$ cat src/rtl/aud_recorder_multi_if.sv
// Connection bundle for the I2S recorder: codec serial input, record controls
// from the top-level FSM, and the SRAM write port towards the arbiter.
interface aud_recorder_multi_if #(
    parameter int DATA_W = 16,
    parameter int ADDR_W = 20
);
    logic              i_lrc;
    logic              i_data;
    logic              i_start;
    logic              i_pause;
    logic              i_stop;
    logic [1:0]        i_ch_sel;
    logic              i_loop;
    logic [ADDR_W-1:0] o_address;
    logic [DATA_W-1:0] o_data;
    logic              o_we;
    logic [ADDR_W:0]   o_len;
    logic              o_full;
    logic              o_wrapped;
    logic              o_busy;

    modport master (
        input  i_lrc, i_data, i_start, i_pause, i_stop, i_ch_sel, i_loop,
        output o_address, o_data, o_we, o_len, o_full, o_wrapped, o_busy
    );

    modport slave (
        output i_lrc, i_data, i_start, i_pause, i_stop, i_ch_sel, i_loop,
        input  o_address, o_data, o_we, o_len, o_full, o_wrapped, o_busy
    );
endinterface

$ cat src/rtl/aud_recorder_multi.sv
// I2S capture engine: deserialises ADCDAT on BCLK falling edges and writes
// left, right or interleaved stereo samples to SRAM with wrap or stop-at-full.
module aud_recorder_multi #(
    parameter int          DATA_W   = 16,
    parameter int          ADDR_W   = 20,
    parameter int unsigned MAX_ADDR = 2**ADDR_W - 1
) (
    input logic                  i_clk,
    input logic                  i_rst_n,
    aud_recorder_multi_if.master bus
);
    typedef enum logic [2:0] {IDLE, ARM, CAP, PAUSE, DONE} state_t;

    localparam int                CNT_W    = $clog2(DATA_W + 2);
    localparam logic [CNT_W-1:0]  CNT_LAST = CNT_W'(DATA_W);
    localparam logic [CNT_W-1:0]  CNT_SAT  = CNT_W'(DATA_W + 1);
    localparam logic [ADDR_W-1:0] LAST_A   = ADDR_W'(MAX_ADDR);

    state_t            state, state_nx;
    logic              lrc_d;
    logic [CNT_W-1:0]  bit_cnt;
    logic [CNT_W-1:0]  bit_pos;
    logic [DATA_W-1:0] shreg;
    logic [DATA_W-1:0] word;
    logic [ADDR_W-1:0] addr;
    logic              stereo;
    logic              target_ch;
    logic              loop_en;
    logic              exp_ch;
    logic              slot_start;
    logic              capture;

    // Bit position 0 is the I2S delay bit at the edge where word select toggles.
    always_comb begin
        slot_start = (bus.i_lrc != lrc_d);
        bit_pos    = slot_start ? '0 : bit_cnt;
        word       = {shreg[DATA_W-2:0], bus.i_data};
        capture    = 1'b0;
        state_nx   = state;
        case (state)
            IDLE:  if (bus.i_start) state_nx = ARM;
            ARM: begin
                if (bus.i_pause)
                    state_nx = PAUSE;
                else if (slot_start && (bus.i_lrc == target_ch))
                    state_nx = CAP;
            end
            CAP: begin
                if (bus.i_pause) begin
                    state_nx = PAUSE;
                end else if ((bit_pos == CNT_LAST) && (bus.i_lrc == exp_ch)) begin
                    capture = 1'b1;
                    if (!loop_en && (addr == LAST_A))
                        state_nx = DONE;
                    else if (stereo && !exp_ch)
                        state_nx = CAP;
                    else
                        state_nx = ARM;
                end
            end
            PAUSE: if (bus.i_start) state_nx = ARM;
            DONE:  state_nx = DONE;
            default: state_nx = IDLE;
        endcase
        if (bus.i_stop) begin
            state_nx = IDLE;
            capture  = 1'b0;
        end
    end

    always_ff @(negedge i_clk or negedge i_rst_n) begin
        if (!i_rst_n) state <= IDLE;
        else          state <= state_nx;
    end

    // Address and length advance on the edge that closes the write strobe.
    always_ff @(negedge i_clk or negedge i_rst_n) begin
        if (!i_rst_n) begin
            lrc_d         <= 1'b0;
            bit_cnt       <= '0;
            shreg         <= '0;
            addr          <= '0;
            stereo        <= 1'b0;
            target_ch     <= 1'b0;
            loop_en       <= 1'b0;
            exp_ch        <= 1'b0;
            bus.o_address <= '0;
            bus.o_data    <= '0;
            bus.o_we      <= 1'b0;
            bus.o_len     <= '0;
            bus.o_full    <= 1'b0;
            bus.o_wrapped <= 1'b0;
        end else begin
            lrc_d   <= bus.i_lrc;
            bit_cnt <= (bit_pos == CNT_SAT) ? CNT_SAT : bit_pos + CNT_W'(1);
            if ((bit_pos != '0) && (bit_pos <= CNT_LAST))
                shreg <= word;

            bus.o_we <= capture;
            if (capture) begin
                bus.o_data    <= word;
                bus.o_address <= addr;
            end

            if (state == IDLE) begin
                addr          <= '0;
                bus.o_len     <= '0;
                bus.o_full    <= 1'b0;
                bus.o_wrapped <= 1'b0;
                stereo        <= (bus.i_ch_sel == 2'd2);
                target_ch     <= (bus.i_ch_sel == 2'd1);
                loop_en       <= bus.i_loop;
            end else if (bus.o_we) begin
                if (!bus.o_len[ADDR_W])
                    bus.o_len <= bus.o_len + (ADDR_W+1)'(1);
                if (addr == LAST_A) begin
                    addr <= '0;
                    if (loop_en) bus.o_wrapped <= 1'b1;
                    else         bus.o_full    <= 1'b1;
                end else begin
                    addr <= addr + ADDR_W'(1);
                end
            end

            // A stereo left capture hands over to the right slot that follows.
            if ((state == ARM) && (state_nx == CAP))
                exp_ch <= target_ch;
            else if (capture && stereo)
                exp_ch <= 1'b1;
        end
    end

    assign bus.o_busy = (state != IDLE) && (state != DONE);

endmodule

$ cat src/flat_wrapper.sv
// flat-port wrapper written by rule: the top's interface ports become plain ports
module aud_recorder_multi_flat 
#(
    parameter int          DATA_W   = 16,
    parameter int          ADDR_W   = 20,
    parameter int unsigned MAX_ADDR = 2**ADDR_W - 1
)
  (i_clk, i_rst_n, bus_i_lrc, bus_i_data, bus_i_start, bus_i_pause, bus_i_stop, bus_i_ch_sel, bus_i_loop, bus_o_address, bus_o_data, bus_o_we, bus_o_len, bus_o_full, bus_o_wrapped, bus_o_busy);
  aud_recorder_multi_if #(.DATA_W(DATA_W), .ADDR_W(ADDR_W)) bus_i ();
  input logic i_clk;
  input logic i_rst_n;
  input wire logic [$bits(bus_i.i_lrc)-1:0] bus_i_lrc;
  input wire logic [$bits(bus_i.i_data)-1:0] bus_i_data;
  input wire logic [$bits(bus_i.i_start)-1:0] bus_i_start;
  input wire logic [$bits(bus_i.i_pause)-1:0] bus_i_pause;
  input wire logic [$bits(bus_i.i_stop)-1:0] bus_i_stop;
  input wire logic [$bits(bus_i.i_ch_sel)-1:0] bus_i_ch_sel;
  input wire logic [$bits(bus_i.i_loop)-1:0] bus_i_loop;
  output wire logic [$bits(bus_i.o_address)-1:0] bus_o_address;
  output wire logic [$bits(bus_i.o_data)-1:0] bus_o_data;
  output wire logic [$bits(bus_i.o_we)-1:0] bus_o_we;
  output wire logic [$bits(bus_i.o_len)-1:0] bus_o_len;
  output wire logic [$bits(bus_i.o_full)-1:0] bus_o_full;
  output wire logic [$bits(bus_i.o_wrapped)-1:0] bus_o_wrapped;
  output wire logic [$bits(bus_i.o_busy)-1:0] bus_o_busy;
  assign bus_i.i_lrc = bus_i_lrc;
  assign bus_i.i_data = bus_i_data;
  assign bus_i.i_start = bus_i_start;
  assign bus_i.i_pause = bus_i_pause;
  assign bus_i.i_stop = bus_i_stop;
  assign bus_i.i_ch_sel = bus_i_ch_sel;
  assign bus_i.i_loop = bus_i_loop;
  assign bus_o_address = bus_i.o_address;
  assign bus_o_data = bus_i.o_data;
  assign bus_o_we = bus_i.o_we;
  assign bus_o_len = bus_i.o_len;
  assign bus_o_full = bus_i.o_full;
  assign bus_o_wrapped = bus_i.o_wrapped;
  assign bus_o_busy = bus_i.o_busy;
  aud_recorder_multi #(.DATA_W(DATA_W), .ADDR_W(ADDR_W), .MAX_ADDR(MAX_ADDR)) u_core (.i_clk(i_clk), .i_rst_n(i_rst_n), .bus(bus_i));
endmodule
$ cat config.mk
export PLATFORM = sky130hd
export DESIGN_NAME = aud_recorder_multi_flat
export DESIGN_NICKNAME = d
export VERILOG_FILES = /design/src/rtl/aud_recorder_multi_if.sv /design/src/rtl/aud_recorder_multi.sv /design/src/flat_wrapper.sv
export SDC_FILE = /design/constraint.sdc
export NUM_CORES = 1
export LEC_CHECK = 0
export ABC_AREA = 1
export CORE_MARGIN = 2
export CORE_UTILIZATION = 30
export DETAILED_ROUTE_END_ITERATION = 8
export SLEW_MARGIN = 10
export SYNTH_ARGS = -nofsm -noshare
export SYNTH_HDL_FRONTEND = slang
export SYNTH_SLANG_ARGS = --single-unit
$ cat constraint.sdc
create_clock -name i_clk -period 2.5 [get_ports i_clk]
set_input_delay 0.5 -clock i_clk [delete_from_list [all_inputs] [get_ports i_clk]]
set_output_delay 0.5 -clock i_clk [all_outputs]
set_load 0.005 [all_outputs]
==> results.py <==
metrics = {
    "setup_path": {
        "path_buf_inv": 6,
        "critPathMaxFanout": 6,
        "startpoint_type": "input port",
        "path_depth": 18,
        "cp-end-kind": "flop",
        "max_stage_delay_ns": 0.19,
        "critPathSlowestCell": "ha_2",
        "crit_chain": "buf_12, inv_16, nand2_4, inv_4, nor2_4, nand2_2, ha_2, nor3b_2, ha_2, nand2_2, nor2_1, nand2_1, nor2_4, inv_4, buf_12, clkbuf_16, nand2_4, o21ai_2",
        "critPathKind": "in2reg",
        "required_ns": 1.46,
        "critPathTopFamily": "simple AND/OR/NAND/NOR gates",
        "reg2reg_depth": 18,
        "arrival_ns": 2.29,
    },
    "synth": {
        "synthArstFlopShare_pct": 100,
        "yosys_register_bits": 108,
        "synth.area.top_cells": "dfrtn_1, nand2_1, inv_1",
        "synth_nets": 599,
        "syn_area_um2": 5080,
        "synth.avg_cell_area_um2": 8.71,
        "synth_edf_count": 0,
        "yosysMostFrequentCell": "nand2_1",
        "seq_area_frac_synth_pct": 53.2,
        "synth-main-ff-cell": "dfrtn_1",
        "synthCells": 583,
        "yosysTopAreaCellShare_pct": 53.2,
        "yosysTopAreaCell": "dfrtn_1",
        "synth.top_cells.by_count": "nand2_1, dfrtn_1, inv_1",
        "ys_types": 49,
        "ys_warn_count": 0,
    },
    "drt": {
        "avgViaCountPerCell": 4.48,
        "ant_nets": 0,
        "wl_mm": 13.5,
        "drt_iter0_drc": 214,
        "drc_errors": 0,
        "drtPass1Iterations": 4,
        "vias": 4546,
        "routedWlPerCell_um": 13.4,
    },
    "global_routing": {
        "antenna_found_initial": 0,
        "grt_pass1_wl_mm": 22.0,
        "grt_overflow": 0,
        "grt_max_degree": 32,
        "gr-usage-all-layers_pct": 15.3,
        "grt_pass1_vias": 4439,
    },
    "power_and_ir_drop": {
        "p_leak_nw": 3.76,
        "peakVddDrop_v": 0.000349,
        "finalPower_mw": 4.31,
        "powerDensity_nw_per_um2": 566,
    },
    "timing": {
        "fin_hold_ws_ns": 0.418,
        "setup_violations": 121,
        "setup_slack_ns": -0.835,
        "fin_skew_ns": 0.00728,
        "timing_worst_slew_pin_value_ns": 0.493,
        "finalMaxSlewViolations": 0,
        "rsz0062_at_grt": "true",
        "hold_viol_final": 0,
        "relSlewSlack_pct": 67.1,
    },
    "floorplan": {
        "io_pins": 71,
        "initial_core_util_pct": 30.6,
        "row_count": 47,
        "die_y_um": 134,
        "core_um2": 16600,
        "die_w_um": 134,
        "die_area_um2": 18000,
    },
    "cells_and_area": {
        "ff_latch_area_um2": 2700,
        "nNetsFinal": 805,
        "multiInputGateArea_um2": 2320,
        "fillers": 1624,
        "syn_to_final_growth_pct": 49.9,
        "post-route-util_pct": 45.9,
        "antenna_cells": 0,
        "drive_above_1_share_pct": 40.6,
    },
    "clocking": {
        "cts-root-buf": "clkbuf_16",
        "cts_sinks": 108,
        "ctsHoldBuffers": 0,
        "insertion_delay_ns": 0.36,
        "cts_buffers": 9,
        "clk_pin_slew_ns": 0.05,
        "clockBufferDepth": 2,
        "cts.htree.levels": 3,
        "cts_tree": "yes",
    },
    "placed_design": {
        "post-place-ws_ns": -1.62,
        "hpwl_mm": 8.68,
        "port_buffers": 70,
        "gp_congestion": 0.828,
    },
    "worst_hold_path": {
        "hold_depth": 2,
        "hold_class": "reg2reg",
    },
    "status": {
        "violations": "setup timing",
        "outcome": "finished with violations",
    },
    "run": {
        "cap_violations": 0,
    },
}
## worst paths after layout
kind / slack (ns) / from / end
setup reg to reg: -0.23 / u_core.state[1] / u_core.bus.o_data[2]
setup / recovery: -0.84 / bus_i_lrc / u_core.bus.o_data[2]
min in group asynchronous: 1.16 / i_rst_n / u_core.bus.o_data[5]
hold / removal: 0.42 / u_core.bus.o_address[11] / u_core.bus.o_address[11]
max in group asynchronous: 0.84 / i_rst_n / u_core.bus.o_len[18]
hold reg to reg: 0.42 / u_core.bus.o_address[11] / u_core.bus.o_address[11]
## registers in the layout, indices dropped and copies added (netlist names)
signal	count
u_core.exp_ch	1
u_core.loop_en	1
u_core.bus.o_address	20
u_core.shreg	15
u_core.state	3
u_core.bus.o_full	1
u_core.bus.o_len	21
u_core.lrc_d	1
u_core.stereo	1
u_core.target_ch	1
u_core.bus.o_data	16
u_core.bus.o_we	1
u_core.addr	20
u_core.bus.o_wrapped	1
u_core.bit_cnt	5
## power breakdown
part | internal (mW) | switching, mW
Clock | 0.693 | 0.696
Sequential | 1.91 | 0.0899
Combinational | 0.348 | 0.570
Total | 2.95 | 1.36
## cells by family (layout without fill, tap and decap cells)
logic type	Yosys count	in the layout	share of synthesized area, %
adder cells (fa/ha/maj)	6	6	1.48
AO/OA/AOI/OAI	118	118	13.0
XOR/XNOR	11	11	1.90
buffers and inverters	97	308	7.57
flip-flops	108	108	53.2
AND/OR/NAND/NOR	242	242	22.7
multiplexers	1	1	0.197
## what timing repair did
| item | in CTS | in global routing |
|---|---|---|
| endpoints found under the setup margin | 122 | 122 |
| resized for setup | 288 | 60 |
| pin swaps | 15 | 12 |
| setup buffers | 46 | 21 |
| gates cloned | 4 | 2 |
## cell type report
class	count	area share [%]
inverters	84	4.65
flip-flops and latches	108	35.5
clock buffers	9	2.96
well taps	220	3.62
multi-input cells	378	30.5
repair buffers	208	22.1
clock inverters	7	0.740
## cells in the final DEF (no fill, tap or decap), drive strengths merged, types with 4 or more instances in the layout
cell type      instances
buf                  199
nor3                  13
dfrtn                108
nand3                 19
nor2                  45
o21ai                 71
clkdlybuf4s50          7
o22ai                  4
nand4                 10
a21oi                 23
nand2                147
inv                   88
ha                     6
clkbuf                11
xor2                   6
xnor2                  5
o21a                   5
## through the flow
stage          TNS [ns]  std cells  area (µm²)
5_1_grt          -57.11       1014        7610
6_report         -48.60       1014        7610
4_1_cts          -55.66       1001        7280
2_1_floorplan    -42.37        583        5240
3_5_place_dp    -100.82        937        6710
3_3_place_gp     -99.09        937        6710
## worst min-delay path: stages (launching register included)
cell,delay (ns)
dfrtn_1,0.40
nand2_1,0.05
nand2_1,0.05
## per-layer routing
metal  GRT usage, %  routed length (µm)  vias up
li1               -                   -     2300
met1           21.2                6570     2150
met2           24.1                6270       89
met3           3.93                 610        7
met4           3.80                  98        0
met5              0                   0        -
Note: power is estimated with default switching activity, not from simulation.
